==> src/rtl/band_scale_seq.sv <==
// Five-band gain stage: each band's pot is squared into a gain, multiplied
// with that band's audio sample and saturated; one squarer and one multiplier serve all bands in turn.
module band_scale_seq (
  input  logic        clk,
  input  logic        rst_n,
  input  logic        smpl_vld,
  input  logic [59:0] pot_bus,
  input  logic [79:0] aud_bus,
  output logic [79:0] scaled_bus,
  output logic        scaled_vld,
  output logic        busy,
  output logic        ovr
);

  typedef enum logic [2:0] {
    IDLE = 3'd0,
    SQR  = 3'd1,
    MUL  = 3'd2,
    SAT  = 3'd3,
    DONE = 3'd4
  } state_t;

  localparam logic [2:0] LAST_BAND = 3'd4;

  state_t             state_q;
  state_t             state_d;
  logic [2:0]         bidx_q;
  logic [11:0]        pot_q [5];
  logic [15:0]        aud_q [5];
  logic [15:0]        res_q [5];
  logic [11:0]        gain_q;
  logic signed [28:0] prod_q;

  logic [11:0]        pot_sel;
  logic [15:0]        aud_sel;
  logic [23:0]        sqr_full;
  logic signed [28:0] mul_full;
  logic [15:0]        sat_val;

  // NOTE: every signal written in an always_comb gets a default first, so no
  // path through the block leaves it unassigned and no latch is inferred.
  always_comb begin
    pot_sel = '0;
    aud_sel = '0;
    for (int i = 0; i < 5; i++) begin
      if (bidx_q == 3'(i)) begin
        pot_sel = pot_q[i];
        aud_sel = aud_q[i];
      end
    end
  end

  // Shared arithmetic: 12x12 unsigned squarer and 13x16 signed multiplier.
  assign sqr_full = pot_sel * pot_sel;
  assign mul_full = $signed({1'b0, gain_q}) * $signed(aud_sel);

  // Bits [28:25] must all agree for the Q10 slice [25:10] to be exact.
  always_comb begin
    if (!prod_q[28] && (prod_q[27:25] != 3'b000)) begin
      sat_val = 16'h7FFF;
    end else if (prod_q[28] && (prod_q[27:25] != 3'b111)) begin
      sat_val = 16'h8000;
    end else begin
      sat_val = prod_q[25:10];
    end
  end

  always_comb begin
    state_d = state_q;
    case (state_q)
      IDLE:    if (smpl_vld) state_d = SQR;
      SQR:     state_d = MUL;
      MUL:     state_d = SAT;
      SAT:     state_d = (bidx_q == LAST_BAND) ? DONE : SQR;
      DONE:    state_d = IDLE;
      default: state_d = IDLE;
    endcase
  end

  // NOTE: sequential state uses non-blocking assignments so every register
  // samples pre-edge values, independent of statement order.
  always_ff @(posedge clk) begin
    if (!rst_n) begin
      state_q    <= IDLE;
      bidx_q     <= '0;
      gain_q     <= '0;
      prod_q     <= '0;
      scaled_bus <= '0;
      ovr        <= 1'b0;
      for (int i = 0; i < 5; i++) begin
        res_q[i] <= '0;
      end
    end else begin
      state_q <= state_d;
      case (state_q)
        IDLE: begin
          if (smpl_vld) begin
            bidx_q <= '0;
          end
        end
        SQR: gain_q <= sqr_full[23:12];
        MUL: prod_q <= mul_full;
        SAT: begin
          for (int i = 0; i < 5; i++) begin
            if (bidx_q == 3'(i)) res_q[i] <= sat_val;
          end
          // Whole set loads as the FSM enters DONE, so it is on the bus
          // during the scaled_vld cycle; band 4 is forwarded from sat_val.
          if (bidx_q == LAST_BAND) begin
            scaled_bus <= {sat_val, res_q[3], res_q[2], res_q[1], res_q[0]};
          end else begin
            bidx_q <= bidx_q + 3'd1;
          end
        end
        default: ;
      endcase
      if (smpl_vld && (state_q != IDLE)) begin
        ovr <= 1'b1;
      end
    end
  end

  // NOTE: the capture registers carry no reset; they are always written
  // before use, and leaving them out of the reset saves routing on wide buses.
  always_ff @(posedge clk) begin
    if (rst_n && (state_q == IDLE) && smpl_vld) begin
      for (int i = 0; i < 5; i++) begin
        pot_q[i] <= pot_bus[12*i +: 12];
        aud_q[i] <= aud_bus[16*i +: 16];
      end
    end
  end

  assign scaled_vld = (state_q == DONE);
  assign busy       = (state_q != IDLE);

endmodule
==> config.mk <==
export PLATFORM = sky130hd
export DESIGN_NAME = band_scale_seq
export DESIGN_NICKNAME = d
export VERILOG_FILES = /design/src/rtl/band_scale_seq.sv
export SDC_FILE = /design/constraint.sdc
export NUM_CORES = 1
export LEC_CHECK = 0
export ABC_AREA = 1
export ABC_CLOCK_PERIOD_IN_PS = 8500
export CORE_MARGIN = 3
export CORE_UTILIZATION = 54
export CTS_BUF_LIST = sky130_fd_sc_hd__clkbuf_8
export DETAILED_ROUTE_END_ITERATION = 12
export PLACE_DENSITY = 0.86
export SYNTH_ARGS = -nofsm -noshare
export SYNTH_HDL_FRONTEND = slang
export SYNTH_SLANG_ARGS = --single-unit
==> constraint.sdc <==
create_clock -name clk -period 8.5 [get_ports clk]
set_input_delay 1.275 -clock clk [delete_from_list [all_inputs] [get_ports clk]]
set_output_delay 1.275 -clock clk [all_outputs]
set_load 0.01 [all_outputs]
Word level (Yosys, flattened, before mapping) --
Memory sizes are Yosys's and may differ from the RTL's. A register that Yosys moved wholly into a read port is not among the register bits. Cells that the tools add are included.
Storage, ports and cells: memories kept 3, logic and storage cells 91, output and inout port bits 83, bits in registers 128, memory bits (writable) 220
Cells by class: muxes and demuxes 46, multipliers 2, equality and inequality tests 11, reduce and logical (&&, ||, !) cells 17, bitwise operators 5, add/sub/neg operators 1
Memories:
- aud_q | depth 5, width 16, read ports 5, clocked after memory_dff 0, write ports 5, RTL line 29 | logic [15:0] aud_q [5];
- res_q | depth 5, width 16, read ports 4, clocked after memory_dff 4, write ports 5, RTL line 30 | logic [15:0] res_q [5];
- pot_q | depth 5, width 12, read ports 5, clocked after memory_dff 0, write ports 5, RTL line 28 | logic [11:0] pot_q [5];
Operator list (number):
- 2-to-1 mux 16 bit | 12
- 2-to-1 mux 12 bit | 5
- multiplier 13 x 16 -> 29 bit | 1
- multiplier 12 x 12 -> 24 bit | 1
- 2-to-1 mux 1 bit | 23
- == test 3 x 2 -> 1 bit, second input constant | 4
- 2-to-1 mux 3 bit | 4
- case mux 3 bit (4 select lines) | 1
- == test 3 x 1 -> 1 bit, second input constant | 2
- == test 3 bit, second input constant | 2
- zero test 3 bit | 2
- case mux 3 bit (2 select lines) | 1
- nonzero test 3 bit | 2
- logical AND 1 bit | 5
- zero test 1 bit | 5
- OR 1 bit | 5
- inequality test 2 bit, second input constant | 2
- adder 3 x 1 -> 3 bit, second input constant | 1
- inequality test 3 bit, second input constant | 1
- AND reduction 3 bit | 1
- AND reduction 2 bit | 1
- nonzero test 2 bit | 1

Depth between registers and ports, before layout --
word-level depth 7, gate-level depth with buffers 36, gate-level depth less buffers 35

Worst setup path after synthesis --
Ideal clock, no wire load.
path kind in2reg, from input rst_n, to memory aud_q[0][0], enable pin, data required time 7.859 ns, setup slack 0.414 ns, cell stages on the path 3, library setup time 0.641 ns, arrival time 7.445 ns, path buffers 1, cell sequence clkbuf_1 -> nand2_1 -> nor2_1
RTL lines:
- start: declaration | RTL line 5 | input logic rst_n,
- end: declaration | RTL line 29

Final worst setup path --
from register bidx_q[1], to register prod_q[21]
On the way: longest elaborated chain between the ends 7, elaborated cells on any way between the ends 11
RTL lines:
- start: declaration | RTL line 27 | logic [2:0] bidx_q;
- start signal: assignment | RTL line 112 | bidx_q <= bidx_q + 3'd1;
- zero test 3 bit | RTL line 46 | if (bidx_q == 3'(i)) begin
- 2-to-1 mux 16 bit (4 in series) | RTL line 46
- 2-to-1 mux 16 bit * | RTL line 46
- multiplier 13 x 16 -> 29 bit * | RTL line 55 | assign mul_full = $signed({1'b0, gain_q}) * $signed(aud_sel);
- end signal: assignment | RTL line 102 | MUL: prod_q <= mul_full;
- end: declaration | RTL line 32 | logic signed [28:0] prod_q;
Every way passes the cells marked *; elsewhere a longest branch is shown, timed or not. A chain may end at the register's enable or synchronous reset.

==> results.toml <==
[placed_design]
place_area_um2 = 25400
io_buffer_count = 225
dp_hpwl_um = 46000
dpl_worst_slack_ns = 1.13
place_congestion = 0.978

[die]
ios = 226
rows = 74
design.die.area_um2 = 44500
start_util = 0.551
core_area_um2 = 41100
die_x_um = 211
die_h_um = 211

[drt]
detail_route.first_pass.iterations = 6
drt_wl_total_um = 59200
drc_errors = 0
drtIter0Drc = 1681
wl_per_cell_um = 18.4
via_per_inst = 5.54
vias = 17900
final_antenna_net_count = 0

[worst_setup_path]
crit_start = "bidx_q[1]"
crit_fanout = 20
rrSetupSlack_ns = 0.94
path_common_cell = "fa_1"
cp-endpoint = "prod_q[21]"
r2r-end = "prod_q[21]"
worst-setup-path-type = "flop to flop"
cp-end-kind = "flop"
arrival_ns = 8.05
crit_buf_inv = 5
max_stage_delay_ns = 0.58
cp_num_cells = 26
cp_data_required_time_ns = 8.99
reg2regPathDepth = 26
critPathTopFamily = "adder cells"
regToRegStartpoint = "bidx_q[1]"
cp_slowest_cell = "fa_1"
start_kind = "flop"

[synth]
yosysWarnings = 0
muxShareOfSynthArea = 0
synth-seq-area-share = 0.375
synthAdderAreaFrac = 0.292
avgSynthCellArea_um2 = 9.31
synth.area.top_cells = "edfxtp_1 27%, fa_1 22%, dfxtp_1 10%"
synth_top_area_cell = "edfxtp_1"
synthArstFlopShare = 0
ys_types = 43
synth_edf_count = 204
synth_top_flop_cell = "edfxtp_1"
synth_seq_cells = 322
yosysTopAreaCellShare = 0.270
synthSimpleGateAreaFrac = 0.134
yosysMostFrequentCell = "inv_1"
synth_compound_area_frac = 0.0916
yosys-top-cells-count = "506 x inv_1, 355 x nor2_1, 316 x nand2_1"
synth_top_family_by_area = "adder cells"
synth_area_um2 = 22700
synthesis.nets = 2953
netlist_instances = 2434
synth-xor-area-share = 0.0100

[clocking]
path_clk_slew_ns = 0.06
clock_path_buffers = 3
cts_tree = "done"
clkSinkCount = 322
ctsHoldBuffers = 0
htree_levels = 2
numCtsBuffers = 52
clock-root-buffer = "clkbuf_8"
clock_latency_ns = 0.62
cts_resized = 0
postCtsSetupBuffers = 0

[finish]
drive_above_1_share = 0.0472
antenna_cells = 0
area_growth_pct = 16.5
finalNetCount = 3177
design_area_um2 = 26400

[timing]
finalCritPeriodShare = 0.889
finalCriticalPeriod_ns = 7.56
max_slew_margin = 0.217
setup_viol = 0
slew_violations = 0
worst_pin_slew_ns = 1.18
rsz0062_at_grt = "false"
skew_ns = 0.0347
max_freq_ghz = 0.132
worst_slack_ns = 0.941
fin_setup_tns_ns = 0
hold_violations = 0

[grt]
grt_pass1_wl_um = 95400
grt_max_degree = 104
antenna_found_initial = 0
grt_usage = 0.271
grt_overflow_total = 0
grt_pass1_vias = 18700

[hold_path]
hp-class = "flop to flop"

[run]
maxCapViolCount = 0

[status]
status = "completed"
[how the worst min path moves through the flow]
stage | slack [ns] | start | cells after the start | endpoint
after floorplan | 0.45 | res_q[2][3] | 2 | scaled_bus[35]
after global placement | 0.45 | res_q[1][13] | 2 | scaled_bus[29]
after detailed placement | 0.46 | res_q[0][10] | 2 | scaled_bus[10]
after CTS | 0.47 | res_q[1][9] | 2 | scaled_bus[25]
after global routing | 0.49 | res_q[1][9] | 2 | scaled_bus[25]
final | 0.48 | res_q[1][9] | 2 | scaled_bus[25]
[registers in the layout, summed over array words and instances (netlist names)]
| signal | cells |
|---|---|
| gain_q | 12 |
| state_q | 3 |
| scaled_bus | 80 |
| aud_q | 80 |
| res_q | 64 |
| ovr | 1 |
| pot_q | 60 |
| bidx_q | 3 |
| prod_q | 19 |
[layout make-up]
class / count / area, um^2
fillers: 3230 / 14700
clock inverters: 32 / 178
clock buffers: 57 / 785
well taps: 532 / 666
flip-flops and latches: 322 / 8490
repair buffers: 245 / 2400
inverters: 510 / 1910
multi-input cells: 1527 / 12000
[cells in the final DEF (no fill, tap or decap), types with 5 or more instances in the layout]
cell / n
a21oi_1: 97
edfxtp_1: 204
clkinv_2: 8
or2_2: 6
inv_2: 5
clkinv_1: 7
o211ai_1: 30
a31oi_1: 12
nand2_1: 315
a22oi_1: 9
buf_4: 20
xnor2_1: 7
o21ai_1: 15
a211oi_1: 6
xor2_1: 19
nand4_1: 5
nand3_1: 43
o21ai_0: 161
o22ai_2: 5
dfxtp_1: 118
ha_1: 122
nor2_1: 353
clkbuf_8: 57
fa_1: 254
clkdlybuf4s50_1: 224
inv_1: 517
nand2_2: 9
a221oi_1: 11
nor3_1: 15
[routing by layer]
layer	wire, um	GRT usage	vias up
met4	2210	0.107	0
met3	5090	0.0466	163
li1	-	-	8103
met1	23600	0.357	8644
met2	28300	0.452	968
met5	0	0	-
[worst register-to-register path, stage by stage (launching register included)]
cell      delay, ns
dfxtp_1        0.33
inv_1          0.10
ha_1           0.28
inv_2          0.13
nor2_4         0.47
inv_1          0.33
a31oi_1        0.25
o211ai_1       0.10
o21ai_1        0.44
inv_1          0.26
nand2_1        0.14
fa_1           0.45
fa_1           0.40
inv_1          0.07
fa_1           0.45
fa_1           0.58
fa_1           0.42
ha_1           0.37
nand2_1        0.15
nor2_1         0.34
nand4_1        0.13
o31ai_1        0.54
nand3_1        0.23
nand4_1        0.13
nand2_1        0.06
nor2_1         0.22
nor2_1         0.06
[cells by family after synthesis]
| group | count (synthesis) |
|---|---|
| buf+inv | 585 |
| xor+xnor | 26 |
| fa+ha+maj | 376 |
| compound gates | 364 |
| simple gates | 761 |
| flops | 322 |
[per-stage QoR]
stage               std cells  utilization  hold slack, ns
floorplan                2434            -           0.447
global placement         3136        0.619           0.452
detailed placement       3136        0.619           0.459
CTS                      3225        0.642           0.475
global route             3225        0.642           0.493
finish                   3225        0.642           0.475
Power is not shown: default switching activity piles up to over one toggle a cycle in this logic, so the estimate is an artifact.
==> RTL change 1 (same flow settings) <==
Re-encode `state_t` (5 states) as one-hot, 5 bits wide.
--- a/src/rtl/band_scale_seq.sv
+++ b/src/rtl/band_scale_seq.sv
@@ -12,12 +12,12 @@
   output logic        ovr
 );
 
-  typedef enum logic [2:0] {
-    IDLE = 3'd0,
-    SQR  = 3'd1,
-    MUL  = 3'd2,
-    SAT  = 3'd3,
-    DONE = 3'd4
+  typedef enum logic [4:0] {
+    IDLE = 5'b00001,
+    SQR  = 5'b00010,
+    MUL  = 5'b00100,
+    SAT  = 5'b01000,
+    DONE = 5'b10000
   } state_t;
 
   localparam logic [2:0] LAST_BAND = 3'd4;
Check against the original RTL: no difference found for any inputs over 10 cycles, from zero or initial values and one cycle with rst_n low; not proved beyond that.
==> RTL change 1 against the original RTL <==
Worst setup slack better by 0.062 ns; synthesized area hardly changed; non-clock buffer count shrank 5; final area about the same; cell count is 0.16% higher; sequential cell count rose by 2; critical path depth up 2; routed wire length decreased by 2.7%; critical path type unchanged; critical endpoint is now prod_q[26]; largest cell class unchanged.
Power is left out: the tool's default activity adds up to more than one toggle a clock period on the data nets, which glitch-free logic cannot reach.
==> RTL change 1: results (changes against the original RTL) <==
[timing]
timing_worst_slew_pin_value_ns = 1.17  ; was 1.18 ns
clock-skew-final_ns = 0.0408  ; was 0.0347 ns

[min_path]
worstHoldPathType = flop to flop  ; unchanged

[cts]
cts.htree.levels = 2  ; unchanged
worst_skew_pair_latency_ns = 0.65  ; was 0.62 ns
clock_tree.root_cell = sky130_fd_sc_hd__clkbuf_8  ; unchanged
cts_made_buffers = 53  ; was 52
clkSlewWorstSetupHoldPaths_ns = 0.08  ; was 0.06 ns
cts.repair_timing.setup_buffer_count = 0  ; unchanged
clk_buf_depth = 3  ; unchanged

[yosys]
yosys.cell_count.top_type = sky130_fd_sc_hd__inv_1  ; unchanged
yosysUniqueCellTypes = 44  ; was 43
synthTopCellsByCount = sky130_fd_sc_hd__inv_1 (486), sky130_fd_sc_hd__nor2_1 (388), sky130_fd_sc_hd__nand2_1 (324)  ; was sky130_fd_sc_hd__inv_1 (506), sky130_fd_sc_hd__nor2_1 (355), sky130_fd_sc_hd__nand2_1 (316)
synth_warnings = 0  ; unchanged
synth_nets = 2957  ; was 2953
seq_area_frac_synth = 0.377  ; was 0.375
synth.top_cells.by_area = sky130_fd_sc_hd__edfxtp_1 (27%), sky130_fd_sc_hd__fa_1 (22%), sky130_fd_sc_hd__dfxtp_1 (11%), sky130_fd_sc_hd__inv_1 (8.1%), sky130_fd_sc_hd__ha_1 (6.7%)  ; was sky130_fd_sc_hd__edfxtp_1 (27%), sky130_fd_sc_hd__fa_1 (22%), sky130_fd_sc_hd__dfxtp_1 (10%), sky130_fd_sc_hd__inv_1 (8.4%), sky130_fd_sc_hd__ha_1 (6.7%)
synth-edff-count = 204  ; unchanged

[layout]
finalNetCount = 3175  ; was 3177
final_layout_size_suffix_gt1_frac = 0.0456  ; was 0.0472
largest_registers_in_the_final_layout = aud_q: 80 flops, scaled_bus: 80 flops, res_q: 64 flops  ; unchanged

[global_routing]
grt_first_pass_wirelength_mm = 92.6  ; was 95.4 mm
grt_max_degree = 99  ; was 104
number_of_global_route_vias_before_repair = 18100  ; was 18700
globalRouteTotalUtil = 0.264  ; was 0.271

[placement]
final_weighted_congestion_of_routability_driven_global_placement = 0.927  ; was 0.978
detailed_place_hpwl_mm = 44.9  ; was 46.0 mm
port_buffers = 225  ; unchanged

[drt]
initialDrtViolationCount = 1494  ; was 1681
drtPass1Iterations = 8  ; was 6
drt_wl_total_mm = 57.6  ; was 59.2 mm
dr_total_vias = 17500  ; was 17900

[worst_setup_path]
cpLargestDelayFamily = adder cells  ; unchanged
worstPathArrival_ns = 8.04  ; was 8.05 ns
worst_path_largest_cell_delay_ns = 0.82  ; was 0.58 ns
slowest_stage = sky130_fd_sc_hd__nor2_2  ; was sky130_fd_sc_hd__fa_1
critical_path_peak_fanout = 24  ; was 20

[outcome]
run_status = completed  ; unchanged

RTL change 1: cell count changes in the layout (fill, tap and decap cells not counted), sizes merged, moves of 6 or more:
cell	delta
nor2	+34
inv	-14
o211ai	-14
a21oi	-10
o21ai	+7
nand3	-6
RTL change 1: through the flow:
step / util / setup WS [ns] / instance area, um2 / std cells / hold WS [ns]
after floorplan: - / 2.34 / 22600 / 2438 / 0.447
after global placement: 0.617 / 1.15 / 25400 / 3133 / 0.450
after detailed placement: 0.617 / 1.04 / 25400 / 3133 / 0.457
after CTS: 0.641 / 1.03 / 26400 / 3230 / 0.474
after global routing: 0.641 / 0.440 / 26400 / 3230 / 0.491
final: 0.641 / 1.00 / 26400 / 3230 / 0.475
RTL change 1: tightest hold or removal path: cells and delay by family, from the launching register on:
family	cells	cell delay, ns
DFF	1	0.32
and+or+nand+nor	2	0.12
RTL change 1: per-layer routing:
metal  vias to the layer above  share of wire  GRT usage  routed length [um]
met2                       920           0.47      0.437               27300
met1                      8342           0.39      0.342               22700
met4                         0          0.032     0.0935                1850
met5                         -              0          0                   0
li1                       8098              -          -                   -
met3                       128           0.10     0.0667                5790
RTL change 1: final cells by class:
type	count	area [um2]
Clock inverter	40	214
Timing Repair Buffer	240	2360
Fill cell	3273	14700
Multi-Input combinational cell	1545	12000
Sequential cell	324	8530
Tap cell	532	666
Clock buffer	57	785
Inverter	492	1850
RTL change 1: cell families after synthesis:
group | share of synthesized area
AOI/OAI and AO/OA | 0.0881
DFF | 0.377
buffers and inverters | 0.0956
xor gates and xnor gates | 0.00967
and+or+nand+nor | 0.138
adders and majority gates | 0.292
RTL change 1: path summary, 6_finish.rpt:
path / from / endpoint / slack [ns] / depth (start not counted)
max: bidx_q[1] / prod_q[26] / 1.00 / 28
min: res_q[2][6] / scaled_bus[38] / 0.48 / 2
max reg2reg: bidx_q[1] / prod_q[26] / 1.00 / 28
min reg2reg: res_q[2][6] / scaled_bus[38] / 0.48 / 2
==> RTL change 2 (config.mk and constraints unchanged) <==
Made on the original files. Register the outputs `scaled_vld` and `busy`, cleared by the reset; this adds one clock of latency there. The other outputs are not delayed to match. Comments in the files are not updated.
--- a/src/rtl/band_scale_seq.sv
+++ b/src/rtl/band_scale_seq.sv
@@ -131,7 +131,14 @@
     end
   end
 
-  assign scaled_vld = (state_q == DONE);
-  assign busy       = (state_q != IDLE);
+  always_ff @(posedge clk) begin
+    if (!rst_n) begin
+      scaled_vld <= '0;
+      busy       <= '0;
+    end else begin
+      scaled_vld <= (state_q == DONE);
+      busy       <= (state_q != IDLE);
+    end
+  end
 
 endmodule
Function: changed (a bounded check fails within 4 cycles, from zero or initial values and one cycle with rst_n low).
==> RTL change 2 against the original RTL <==
Sequential cell count up 2; first-iteration DRC count down 17%; synthesized area up 1.3%; non-clock buffer count down 4; final area up 1.2%; cell count up 1.4%; routed wire length up 4.6%; via count down 0.31%; worst setup slack better by 0.35 ns; critical endpoint is now prod_q[24].
Power is not shown: default switching activity piles up to over one toggle a cycle in this logic, so the estimate is an artifact.
==> RTL change 2: results (changes against the original RTL) <==
[worst_setup_path]
ff2ff_path_depth = 25  ; was 26
cp-endpoint = prod_q[24]  ; was prod_q[21]
worst_path_largest_cell_delay_ns = 0.64  ; was 0.58 ns
worstPathArrival_ns = 7.73  ; was 8.05 ns
ff2ff_setup_slack_ns = 1.29  ; was 0.94 ns
cpLargestDelayFamily = adder cells  ; unchanged
critical_path_peak_fanout = 30  ; was 20
slowest_stage = sky130_fd_sc_hd__inv_1  ; was sky130_fd_sc_hd__fa_1
worstSetupPathDepth = 25  ; was 26
timing.rr.start = bidx_q[2]  ; was bidx_q[1]

[layout]
finalNetCount = 3216  ; was 3177
largest_registers_in_the_final_layout = aud_q: 80 flops, scaled_bus: 80 flops, res_q: 64 flops  ; unchanged
final_layout_size_suffix_gt1_frac = 0.0526  ; was 0.0472

[yosys]
synth_warnings = 0  ; unchanged
synth.top_cells.by_area = sky130_fd_sc_hd__edfxtp_1 (27%), sky130_fd_sc_hd__fa_1 (22%), sky130_fd_sc_hd__dfxtp_1 (10%), sky130_fd_sc_hd__inv_1 (8.5%), sky130_fd_sc_hd__ha_1 (6.7%)  ; was sky130_fd_sc_hd__edfxtp_1 (27%), sky130_fd_sc_hd__fa_1 (22%), sky130_fd_sc_hd__dfxtp_1 (10%), sky130_fd_sc_hd__inv_1 (8.4%), sky130_fd_sc_hd__ha_1 (6.7%)
synthTopCellsByCount = sky130_fd_sc_hd__inv_1 (517), sky130_fd_sc_hd__nor2_1 (363), sky130_fd_sc_hd__nand2_1 (310)  ; was sky130_fd_sc_hd__inv_1 (506), sky130_fd_sc_hd__nor2_1 (355), sky130_fd_sc_hd__nand2_1 (316)
ys_ff_latch = 324  ; was 322
seq_area_frac_synth = 0.372  ; was 0.375
synth-edff-count = 204  ; unchanged
yosysUniqueCellTypes = 48  ; was 43
synth_nets = 2998  ; was 2953

[global_routing]
globalRouteTotalUtil = 0.283  ; was 0.271
number_of_global_route_vias_before_repair = 18700  ; about the same
grt_first_pass_wirelength_mm = 99.4  ; was 95.4 mm
grt_max_degree = 103  ; was 104

[placement]
placed_standard_cell_area_mm2 = 0.0257  ; was 0.0254 mm2
detailed_place_hpwl_mm = 48.2  ; was 46.0 mm
final_weighted_congestion_of_routability_driven_global_placement = 0.980  ; was 0.978

[cts]
cts.htree.levels = 2  ; unchanged
clk_buf_depth = 3  ; unchanged
worst_skew_pair_latency_ns = 0.65  ; was 0.62 ns

[drt]
post_detailed_route_via_to_cell_ratio = 5.45  ; was 5.54
initialDrtViolationCount = 1387  ; was 1681
wl_per_cell_um = 18.9  ; was 18.4 um

[timing]
timing_worst_slew_pin_value_ns = 1.24  ; was 1.18 ns
clock-skew-final_ns = 0.0415  ; was 0.0347 ns

[outcome]
run_status = completed  ; unchanged

[min_path]
hold-path-endpoint = scaled_bus[3]  ; was scaled_bus[25]
holdCritStartpoint = res_q[0][3]  ; was res_q[1][9]

## RTL change 2: cell types whose count changed in the layout (fill, tap and decap cells not counted), sizes merged, moves of 2 or more
cell and delta:
nor3 -4, nand2 +3, nor2 +9, dfxtp +2
o21ai -11, a21oi +10, a31oi +2, o21bai +2
clkinv +3, inv +26, buf -4
## RTL change 2: cells by family (layout without fill, tap and decap cells)
kind of cell / Yosys count / count (layout) / synth area share
AND/OR/NAND/NOR: 773 / 773 / 0.136
AO/OA/AOI/OAI: 367 / 367 / 0.0924
flip-flops: 324 / 324 / 0.372
other: 0 / 1 / 0
XOR/XNOR: 26 / 26 / 0.00992
buffers and inverters: 613 / 871 / 0.102
adder cells (fa/ha/maj): 376 / 376 / 0.288
## RTL change 2: final cells by class
class                      count  area (um2)
antenna                        1        2.50
inverter                     536        2010
multi-input combinational   1542       12100
clock inverter                37         234
clock buffer                  57         785
fill                        3176       14700
sequential                   324        8530
tap                          532         666
timing repair buffer         241        2370
## RTL change 2: metal layers
metal,share of wire,GRT usage,vias up
met5,0,0,-
met4,0.032,0.0970,0
met1,0.41,0.370,8681
met3,0.076,0.0559,125
met2,0.49,0.475,806
li1,-,-,8210
## RTL change 2: tightest hold or removal path: stages (launching register included)
cell	delay, ns
sky130_fd_sc_hd__edfxtp_1	0.32
sky130_fd_sc_hd__nor2_1	0.05
sky130_fd_sc_hd__nor2_1	0.09
## RTL change 2: metrics by stage
stage / setup slack [ns] / hold WS [ns] / instances / util
final: 1.29 / 0.459 / 3270 / 0.645
after global routing: 0.717 / 0.488 / 3269 / 0.645
after CTS: 1.31 / 0.461 / 3269 / 0.645
after detailed placement: 1.30 / 0.458 / 3175 / 0.621
after global placement: 1.32 / 0.454 / 3175 / 0.621
after floorplan: 0.939 / 0.436 / 2479 / -
